==> src/rtl/uart_num_parser.sv <==
// uart_num_parser
// Turns the ASCII byte stream coming out of uart_rx into unsigned integer
// tokens for matrix_io_ctrl. Decimal digits build a token. Space or comma
// ends a token. CR or LF ends a token and the line. Any other byte rejects
// the current token.
//
// Ports:
//   clk        system clock
//   rst        synchronous, active-high reset
//   rx_data    received byte, qualified by rx_done
//   rx_done    one-cycle strobe per received byte (may be back-to-back)
//   num_value  last legal token value, held until the next num_valid
//   num_valid  one-cycle pulse: num_value carries a new legal token
//   num_err    one-cycle pulse: token rejected (illegal char or overflow)
//   line_end   one-cycle pulse: end of line (CRLF counts once)
//   tok_cnt    legal tokens since the last line_end, saturating at 15
//
// Every pulse is registered and appears exactly one cycle after the
// rx_done of the byte that decided it.
module uart_num_parser #(
    parameter int unsigned VAL_W   = 8,
    parameter int unsigned MAX_VAL = 255
) (
    input  logic             clk,
    input  logic             rst,
    input  logic [7:0]       rx_data,
    input  logic             rx_done,
    output logic [VAL_W-1:0] num_value,
    output logic             num_valid,
    output logic             num_err,
    output logic             line_end,
    output logic [3:0]       tok_cnt
);

    // Four spare bits hold (MAX_VAL + 1) * 10 + 9 without wrapping.
    localparam int unsigned AccW = VAL_W + 4;
    localparam int unsigned MulW = AccW + 4;

    localparam logic [MulW-1:0] MaxWide  = MulW'(MAX_VAL);
    localparam logic [AccW-1:0] AccClamp = AccW'(MAX_VAL) + AccW'(1);

    localparam logic [7:0] ChCr = 8'h0D;
    localparam logic [7:0] ChLf = 8'h0A;

    typedef enum logic [1:0] {
        StIdle,
        StNum,
        StSkip
    } state_e;

    state_e            state_q, state_d;
    logic [AccW-1:0]   acc_q, acc_d;
    logic              ovf_q, ovf_d;
    logic              cr_seen_q, cr_seen_d;
    logic [VAL_W-1:0]  num_value_q, num_value_d;
    logic              num_valid_q, num_valid_d;
    logic              num_err_q, num_err_d;
    logic              line_end_q, line_end_d;
    logic [3:0]        tok_cnt_q, tok_cnt_d;

    // Byte classification
    logic            is_digit, is_sep, is_eol, is_cr;
    logic            eol_pulse;
    logic [AccW-1:0] digit_val;
    logic [MulW-1:0] acc_mul;
    logic [3:0]      tok_cnt_base, tok_cnt_inc;

    always_comb begin
        is_digit  = (rx_data >= 8'h30) && (rx_data <= 8'h39);
        is_sep    = (rx_data == 8'h20) || (rx_data == 8'h2C);
        is_cr     = (rx_data == ChCr);
        is_eol    = is_cr || (rx_data == ChLf);
        // LF directly after CR belongs to the same line ending.
        eol_pulse = is_eol && !((rx_data == ChLf) && cr_seen_q);
        digit_val = AccW'(rx_data[3:0]);
        acc_mul   = ({4'b0000, acc_q} * MulW'(10)) + MulW'(rx_data[3:0]);
    end

    // A line_end pulse visible this cycle clears the count now; the
    // increment from a token ending in the same cycle was already shown.
    always_comb begin
        tok_cnt_base = line_end_q ? 4'd0 : tok_cnt_q;
        tok_cnt_inc  = (tok_cnt_base == 4'hF) ? 4'hF : tok_cnt_base + 4'd1;
    end

    always_comb begin
        state_d     = state_q;
        acc_d       = acc_q;
        ovf_d       = ovf_q;
        cr_seen_d   = cr_seen_q;
        num_value_d = num_value_q;
        num_valid_d = 1'b0;
        num_err_d   = 1'b0;
        line_end_d  = 1'b0;
        tok_cnt_d   = tok_cnt_base;

        if (rx_done) begin
            cr_seen_d = is_cr;
            unique case (state_q)
                StIdle: begin
                    if (is_digit) begin
                        state_d = StNum;
                        acc_d   = digit_val;
                        ovf_d   = 1'b0;
                    end else if (is_eol) begin
                        line_end_d = eol_pulse;
                    end else if (!is_sep) begin
                        num_err_d = 1'b1;
                        state_d   = StSkip;
                    end
                end
                StNum: begin
                    if (is_digit) begin
                        if (acc_mul > MaxWide) begin
                            ovf_d = 1'b1;
                            acc_d = AccClamp;
                        end else begin
                            acc_d = acc_mul[AccW-1:0];
                        end
                    end else if (is_sep || is_eol) begin
                        if (ovf_q) begin
                            num_err_d = 1'b1;
                        end else begin
                            num_valid_d = 1'b1;
                            num_value_d = acc_q[VAL_W-1:0];
                            tok_cnt_d   = tok_cnt_inc;
                        end
                        line_end_d = eol_pulse;
                        state_d    = StIdle;
                    end else begin
                        num_err_d = 1'b1;
                        state_d   = StSkip;
                    end
                end
                StSkip: begin
                    if (is_sep || is_eol) begin
                        line_end_d = eol_pulse;
                        state_d    = StIdle;
                    end
                end
                default: state_d = StIdle;
            endcase
        end
    end

    always_ff @(posedge clk) begin
        if (rst) begin
            state_q     <= StIdle;
            acc_q       <= '0;
            ovf_q       <= 1'b0;
            cr_seen_q   <= 1'b0;
            num_value_q <= '0;
            num_valid_q <= 1'b0;
            num_err_q   <= 1'b0;
            line_end_q  <= 1'b0;
            tok_cnt_q   <= '0;
        end else begin
            state_q     <= state_d;
            acc_q       <= acc_d;
            ovf_q       <= ovf_d;
            cr_seen_q   <= cr_seen_d;
            num_value_q <= num_value_d;
            num_valid_q <= num_valid_d;
            num_err_q   <= num_err_d;
            line_end_q  <= line_end_d;
            tok_cnt_q   <= tok_cnt_d;
        end
    end

    assign num_value = num_value_q;
    assign num_valid = num_valid_q;
    assign num_err   = num_err_q;
    assign line_end  = line_end_q;
    assign tok_cnt   = tok_cnt_q;

endmodule

==> config.mk <==
export PLATFORM = sky130hd
export DESIGN_NAME = uart_num_parser
export DESIGN_NICKNAME = d
export VERILOG_FILES = /design/src/rtl/uart_num_parser.sv
export SDC_FILE = /design/constraint.sdc
export NUM_CORES = 1
export LEC_CHECK = 0
export BUFFER_PORTS_ARGS = -buffer_cell sky130_fd_sc_hd__buf_2
export CAP_MARGIN = 5
export CORE_MARGIN = 2
export CORE_UTILIZATION = 55
export CTS_CLUSTER_DIAMETER = 40
export DETAILED_ROUTE_END_ITERATION = 10
export HOLD_SLACK_MARGIN = 0.1
export PLACE_DENSITY = 0.86
export REMOVE_ABC_BUFFERS = 1
export SYNTH_ARGS = -nofsm -noshare
export SYNTH_HDL_FRONTEND = slang
export SYNTH_SLANG_ARGS = --single-unit
==> constraint.sdc <==
create_clock -name clk -period 5.03 [get_ports clk]
set_clock_uncertainty 0.1 [all_clocks]
set_input_delay 0 -clock clk [delete_from_list [all_inputs] [get_ports clk]]
set_output_delay 0 -clock clk [all_outputs]
set_load 0.01 [all_outputs]
==> results.py, run 1 <==
metrics = {
    "clocking": {
        "clock_sink_count": 31,
        "cts_inserted_buffers": 5,
        "cts_htree_levels": 2,
        "cts_hold_buffers": 11,
        "clk_transition_reported_paths_ns": 0.06,
        "cts.path.max_buffers": 2,
        "cts_post_setup_buffers_inserted": 0,
        "cts-resized-gates": 0,
        "clock_latency_ns": 0.28,
        "ctsRootBufferMaster": "sky130_fd_sc_hd__clkbuf_8",
        "clock_tree_from_tritoncts": "yes",
    },
    "yosys": {
        "synthSimpleGateAreaFrac_pct": 24.2,
        "synth_compound_gate_area_share_pct": 23.8,
        "mappedNetlistArea_um2": 2240,
        "yosysWarningCount": 0,
        "sequential_cell_area_fraction_in_the_yosys_report_pct": 27.7,
        "asyncSetResetFlopFracSynth_pct": 0,
        "synth.ff_latch_count": 31,
        "number_of_distinct_library_cells_after_synthesis": 57,
        "yosys.area_share.adder_pct": 15.2,
        "synth_ff_type": "sky130_fd_sc_hd__dfxtp_1",
        "yosys.area_share.xor_xnor_pct": 3.52,
        "synth_top_family_by_area": "simple AND/OR/NAND/NOR gates",
        "count_of_flip_flops_with_a_built_in_enable_after_synthesis": 0,
        "muxShareOfSynthArea_pct": 3.58,
        "post_synth_inst_count": 255,
        "postSynthAreaPerCell_um2": 8.78,
    },
    "routing": {
        "viasPerCell": 6.15,
        "total_iterations_of_the_first_detailed_routing_run": 5,
        "route.detailed.drc": 0,
        "routed_len_inst_um": 15.6,
        "detail_route.iter0.violations": 111,
        "finalWirelength_um": 5330,
        "vias": 2102,
        "ant_nets": 0,
    },
    "worst_setup_path": {
        "timing.setup.critical_path_class": "reg2reg",
        "critPathMaxFanout": 10,
        "critPathRequiredTime_ns": 5.15,
        "worstPathArrival_ns": 4.14,
        "type_of_element_launching_the_critical_path": "flip-flop",
        "setup.worst_path.end_class": "flip-flop",
    },
    "sta": {
        "finalHoldWorstSlack_ns": 0.136,
        "worstMarginPinSlew_ns": 0.868,
        "fmax_mhz": 248,
        "hold_viol": 0,
        "timing.final.max_slew_violations": 0,
        "relative_slew_slack_pct": 42.0,
        "period_share_pct": 80.1,
        "setup_viol": 0,
        "unrepaired_setup_endpoints_after_global_routing": "no",
        "fin_setup_tns_ns": 0,
        "timing.final.crit_period_ns": 4.03,
    },
    "power_and_ir_drop": {
        "leakage_nw": 1.27,
        "report.power.total_w": 0.000466,
        "powerDensity_nw_per_um2": 180,
        "vdd_ir_drop_max_mv": 0.157,
    },
    "layout": {
        "n_fill_cell": 309,
        "final_net_count": 328,
        "multi_input_area_um2": 1570,
        "sequential_cell_area_um2": 621,
        "most_used_cells_in_the_layout_excluding_fill_and_tap_cells": "sky130_fd_sc_hd__nor2_1, sky130_fd_sc_hd__dfxtp_1, sky130_fd_sc_hd__buf_2",
        "layout.cells.most_common": "sky130_fd_sc_hd__nor2_1",
        "end_of_flow_core_utilization_pct": 65.2,
        "drive_above_1_share_pct": 15.8,
        "antenna-diode-count": 0,
        "finish.cell_count_without_fillers": 342,
        "area_growth_syn_to_layout_pct": 15.8,
    },
    "global_route": {
        "grt_max_degree": 25,
        "gr-usage-all-layers_pct": 23.8,
        "grt_overflow": 0,
        "grt_first_pass_wirelength_um": 8270,
        "grt_antenna_before_repair": 0,
        "vias_in_the_first_global_route": 1831,
    },
    "die": {
        "height_of_the_die_um": 67.8,
        "num_rows": 23,
        "die_outline_area_um2": 4600,
        "dieWidth_um": 67.8,
        "initial_util_pct": 56.4,
        "core_area_um2": 3970,
        "ios": 26,
    },
    "place": {
        "gpl.final_weighted_congestion": 0.826,
        "dp_hpwl_um": 3560,
        "portBuffers": 25,
        "post-place-cells": 323,
    },
    "run_status": {
        "run_status": "finished clean",
    },
    "job": {
        "max-cap-violations": 0,
    },
    "hold_path": {
        "holdCritPathClass": "in2reg",
    },
}
state kept, by name (all words and copies together), names as in the netlist:
| register | count |
|---|---|
| state_q | 2 |
| num_valid | 1 |
| line_end | 1 |
| tok_cnt | 4 |
| ovf_q | 1 |
| acc_q | 12 |
| num_err | 1 |
| cr_seen_q | 1 |
| num_value | 8 |
layout make-up:
type                       count  area share [%]
timing repair buffer          36            9.08
sequential                    31            23.9
clock inverter                 1           0.193
inverter                       5           0.724
clock buffer                   7            2.95
multi-input combinational    212            60.7
tap                           50            2.41
worst max-delay path, cell delays in order, from the launching register on:
cell and delay, ns:
sky130_fd_sc_hd__dfxtp_1 0.43, sky130_fd_sc_hd__ha_1 0.28, sky130_fd_sc_hd__ha_1 0.24, sky130_fd_sc_hd__fa_1 0.42
sky130_fd_sc_hd__a211oi_2 0.42, sky130_fd_sc_hd__o21ai_2 0.16, sky130_fd_sc_hd__a21o_1 0.19, sky130_fd_sc_hd__a21oi_1 0.26
sky130_fd_sc_hd__xor2_1 0.14, sky130_fd_sc_hd__or4_4 0.57, sky130_fd_sc_hd__a211oi_4 0.51, sky130_fd_sc_hd__a32o_1 0.25
kinds of logic after synthesis:
group,after synthesis
xor+xnor,9
compound gates,71
simple gates,98
flops,31
mux,8
fa+ha+maj,26
buf+inv,12
cells in the mapped netlist, types with 3 or more instances:
| master | n | area, µm² |
|---|---|---|
| sky130_fd_sc_hd__nor2_1 | 32 | 120 |
| sky130_fd_sc_hd__dfxtp_1 | 31 | 621 |
| sky130_fd_sc_hd__ha_1 | 24 | 300 |
| sky130_fd_sc_hd__a21oi_1 | 15 | 75.1 |
| sky130_fd_sc_hd__nand2_1 | 11 | 41.3 |
| sky130_fd_sc_hd__nor3_1 | 11 | 55.1 |
| sky130_fd_sc_hd__o21ai_0 | 10 | 50.1 |
| sky130_fd_sc_hd__mux2i_1 | 8 | 80.1 |
| sky130_fd_sc_hd__clkbuf_1 | 6 | 22.5 |
| sky130_fd_sc_hd__nand4_1 | 6 | 37.5 |
| sky130_fd_sc_hd__xnor2_1 | 6 | 52.6 |
| sky130_fd_sc_hd__and3_1 | 5 | 31.3 |
| sky130_fd_sc_hd__inv_1 | 5 | 18.8 |
| sky130_fd_sc_hd__nand2b_1 | 5 | 31.3 |
| sky130_fd_sc_hd__nand3_1 | 5 | 25.0 |
| sky130_fd_sc_hd__a21o_1 | 4 | 30.0 |
| sky130_fd_sc_hd__a31oi_1 | 4 | 25.0 |
| sky130_fd_sc_hd__a32o_1 | 4 | 40.0 |
| sky130_fd_sc_hd__nor2b_1 | 4 | 25.0 |
| sky130_fd_sc_hd__nor3b_1 | 4 | 30.0 |
| sky130_fd_sc_hd__a211oi_1 | 3 | 22.5 |
| sky130_fd_sc_hd__a31o_1 | 3 | 26.3 |
| sky130_fd_sc_hd__o21a_1 | 3 | 22.5 |
| sky130_fd_sc_hd__or3_1 | 3 | 18.8 |
| sky130_fd_sc_hd__xor2_1 | 3 | 26.3 |
per-stage QoR:
stage	area, µm²	setup WS [ns]
3_3_place_gp	2400	1.18
3_5_place_dp	2400	1.04
6_report	2590	1.00
4_1_cts	2590	1.03
5_1_grt	2590	0.835
2_1_floorplan	2210	1.43
final timing paths:
path | from | end | slack [ns] | depth (start not counted)
max | acc_q[1] | acc_q[4] | 1.00 | 11
min | rx_data[5] | num_valid | 0.14 | 4
max reg2reg | acc_q[1] | acc_q[4] | 1.00 | 11
min reg2reg | ovf_q | num_err | 0.39 | 2
report_power, final:
| part | leakage [nW] | internal (W) | total (W) | switching [W] |
|---|---|---|---|---|
| Combinational | 0.981 | 0.0000142 | 0.0000329 | 0.0000187 |
| Clock | 0.0422 | 0.0000968 | 0.000184 | 0.0000871 |
| Sequential | 0.250 | 0.000247 | 0.000249 | 0.00000175 |
| Total | 1.27 | 0.000358 | 0.000466 | 0.000108 |
per-layer routing:
metal  track usage, %  routed length (µm)
met5                0                   0
met4             8.25                 125
met3             5.00                 241
met2             38.0                2490
met1             31.7                2470
(Power assumes the default switching activity.)
==> inputs of run 2 (changes only) <==
Settings changed: CORE_UTILIZATION 55 to 53.
Clock period 5.03 ns to 3.7 ns, I/O delays scaled along.
==> results.py, run 2 (synthesis results as in run 1) <==
metrics = {
    "run_status": {
        "run_status": "finished clean",
    },
    "clocking": {
        "clock_sink_count": 31,
        "ctsRootBufferMaster": "sky130_fd_sc_hd__clkbuf_8",
        "clock_latency_ns": 0.28,
        "clock_tree_from_tritoncts": "yes",
        "cts_htree_levels": 2,
        "cts.path.max_buffers": 2,
        "cts_inserted_buffers": 5,
        "clk_transition_reported_paths_ns": 0.06,
    },
    "layout": {
        "finish.cell_count_without_fillers": 352,
        "stdcell_area_um2": 2780,
        "final_net_count": 339,
        "most_used_cells_in_the_layout_excluding_fill_and_tap_cells": "sky130_fd_sc_hd__nor2_1, sky130_fd_sc_hd__dfxtp_1, sky130_fd_sc_hd__buf_2",
        "area_growth_syn_to_layout_pct": 24.0,
        "largest_register_ffs": 12,
        "antenna-diode-count": 0,
        "end_of_flow_core_utilization_pct": 68.9,
        "max_flop_register": "acc_q",
        "layout.cells.most_common": "sky130_fd_sc_hd__nor2_1",
        "drive_above_1_share_pct": 24.2,
    },
    "die": {
        "dieWidth_um": 69.0,
        "ios": 26,
        "core_area_um2": 4030,
        "die_outline_area_um2": 4760,
        "initial_util_pct": 55.6,
        "num_rows": 23,
        "height_of_the_die_um": 69.0,
    },
    "routing": {
        "detail_route.iter0.violations": 181,
        "routed_len_inst_um": 17.0,
        "vias": 2224,
        "viasPerCell": 6.32,
        "route.detailed.drc": 0,
        "finalWirelength_um": 6000,
        "wl_met2_um": 2990,
        "topRoutingLayerUsed": "met4",
        "route.met3.wl_um": 287,
        "ant_nets": 0,
        "met1_length_um": 2540,
        "total_iterations_of_the_first_detailed_routing_run": 4,
    },
    "place": {
        "post-place-cells": 326,
        "gpl.final_weighted_congestion": 0.838,
        "dp_hpwl_um": 3730,
        "postPlaceCellArea_um2": 2420,
        "portBuffers": 25,
    },
    "power_and_ir_drop": {
        "leakage_nw": 1.34,
        "clockPowerShare_pct": 41.3,
        "power.net_switching_w": 0.000152,
        "report.power.total_w": 0.000653,
        "cell_internal_pwr_w": 0.000501,
        "comb_power_share_pct": 7.0,
        "power_switching_share_pct": 23.3,
        "pwr-share-seq_pct": 51.7,
        "vdd_ir_drop_max_mv": 0.175,
        "powerDensity_nw_per_um2": 235,
    },
    "worst_setup_path": {
        "critPathMaxFanout": 7,
        "setup.worst_path.end_class": "flip-flop",
        "timing.setup.critical_path_class": "reg2reg",
        "critPathRequiredTime_ns": 3.82,
        "ff2ff_path_depth": 11,
        "type_of_element_launching_the_critical_path": "flip-flop",
        "worstPathArrival_ns": 3.75,
    },
    "global_route": {
        "vias_in_the_first_global_route": 1882,
        "grt_max_degree": 25,
        "grt_antenna_before_repair": 0,
        "grt_overflow": 0,
        "grt_first_pass_wirelength_um": 8440,
        "gr-usage-all-layers_pct": 23.6,
    },
    "hold_path": {
        "hold_path_depth": 4,
        "holdCritPathClass": "in2reg",
    },
    "sta": {
        "setup_viol": 0,
        "period_share_pct": 98.0,
        "timing.final.max_slew_violations": 0,
        "worstMarginPinSlew_ns": 0.901,
        "relative_slew_slack_pct": 39.5,
        "hold_viol": 0,
        "timing.final.crit_period_ns": 3.63,
        "fmax_mhz": 276,
    },
    "job": {
        "max-cap-violations": 0,
    },
}
## run 2: what timing repair did
item | in CTS | in global routing
hold buffers | 10 | 0
endpoints found under the hold margin | 19 | 0
setup buffers | 0 | 8
endpoints found under the setup margin | 0 | 10
gates resized for setup | 0 | 16
## run 2: path summary, 6_finish.rpt
check	startpoint	endpoint	slack, ns
hold reg to reg	ovf_q	num_err	0.39
setup / recovery	acc_q[6]	acc_q[7]	0.07
setup reg to reg	acc_q[6]	acc_q[7]	0.07
hold / removal	rx_data[7]	num_err	0.13
## run 2: per-stage QoR
step | setup TNS [ns] | worst slack (ns) | hold WS [ns]
finish | 0 | 0.0728 | 0.125
global route | -0.142 | -0.0392 | 0.166
CTS | 0 | 0.00245 | 0.104
detailed placement | 0 | 0.0175 | 0.243
global placement | 0 | 0.118 | 0.229
floorplan | 0 | 0.0953 | -0.0309
## run 2: final cells by class
type                            count  area (µm²)
Multi-Input combinational cell    212        1630
Fill cell                         285        1250
Sequential cell                    31         629
Timing Repair Buffer               47         345
Clock buffer                        6        82.6
Tap cell                           50        62.6
Inverter                            5        18.8
Clock inverter                      1        5.00
## run 2: power groups by stage
stage | Combinational [W] | Clock (W) | Sequential, W
final | 0.0000459 | 0.000270 | 0.000338
after global placement | 0.0000353 | 0 | 0.000345
after detailed placement | 0.0000366 | 0 | 0.000345
after CTS | 0.0000423 | 0.000271 | 0.000338
after floorplan | 0.0000182 | 0 | 0.000346
after global routing | 0.0000492 | 0.000284 | 0.000338
## run 2: worst max-delay path: stages, from the launching register on
cell and delay, ns:
sky130_fd_sc_hd__dfxtp_1 0.44, sky130_fd_sc_hd__ha_1 0.28, sky130_fd_sc_hd__ha_1 0.38, sky130_fd_sc_hd__o21ai_1 0.40, sky130_fd_sc_hd__o21ai_2 0.12, sky130_fd_sc_hd__buf_4 0.16, sky130_fd_sc_hd__a211oi_4 0.27, sky130_fd_sc_hd__nand4_1 0.20
sky130_fd_sc_hd__or4_4 0.54, sky130_fd_sc_hd__a211oi_4 0.33, sky130_fd_sc_hd__clkbuf_16 0.21, sky130_fd_sc_hd__a32o_1 0.14
## run 2: routing by layer
metal / up-vias / track usage (%)
met2: 93 / 38.5
met4: 0 / 9.80
met1: 1051 / 30.3
met3: 28 / 4.87
met5: - / 0
li1: 1052 / -
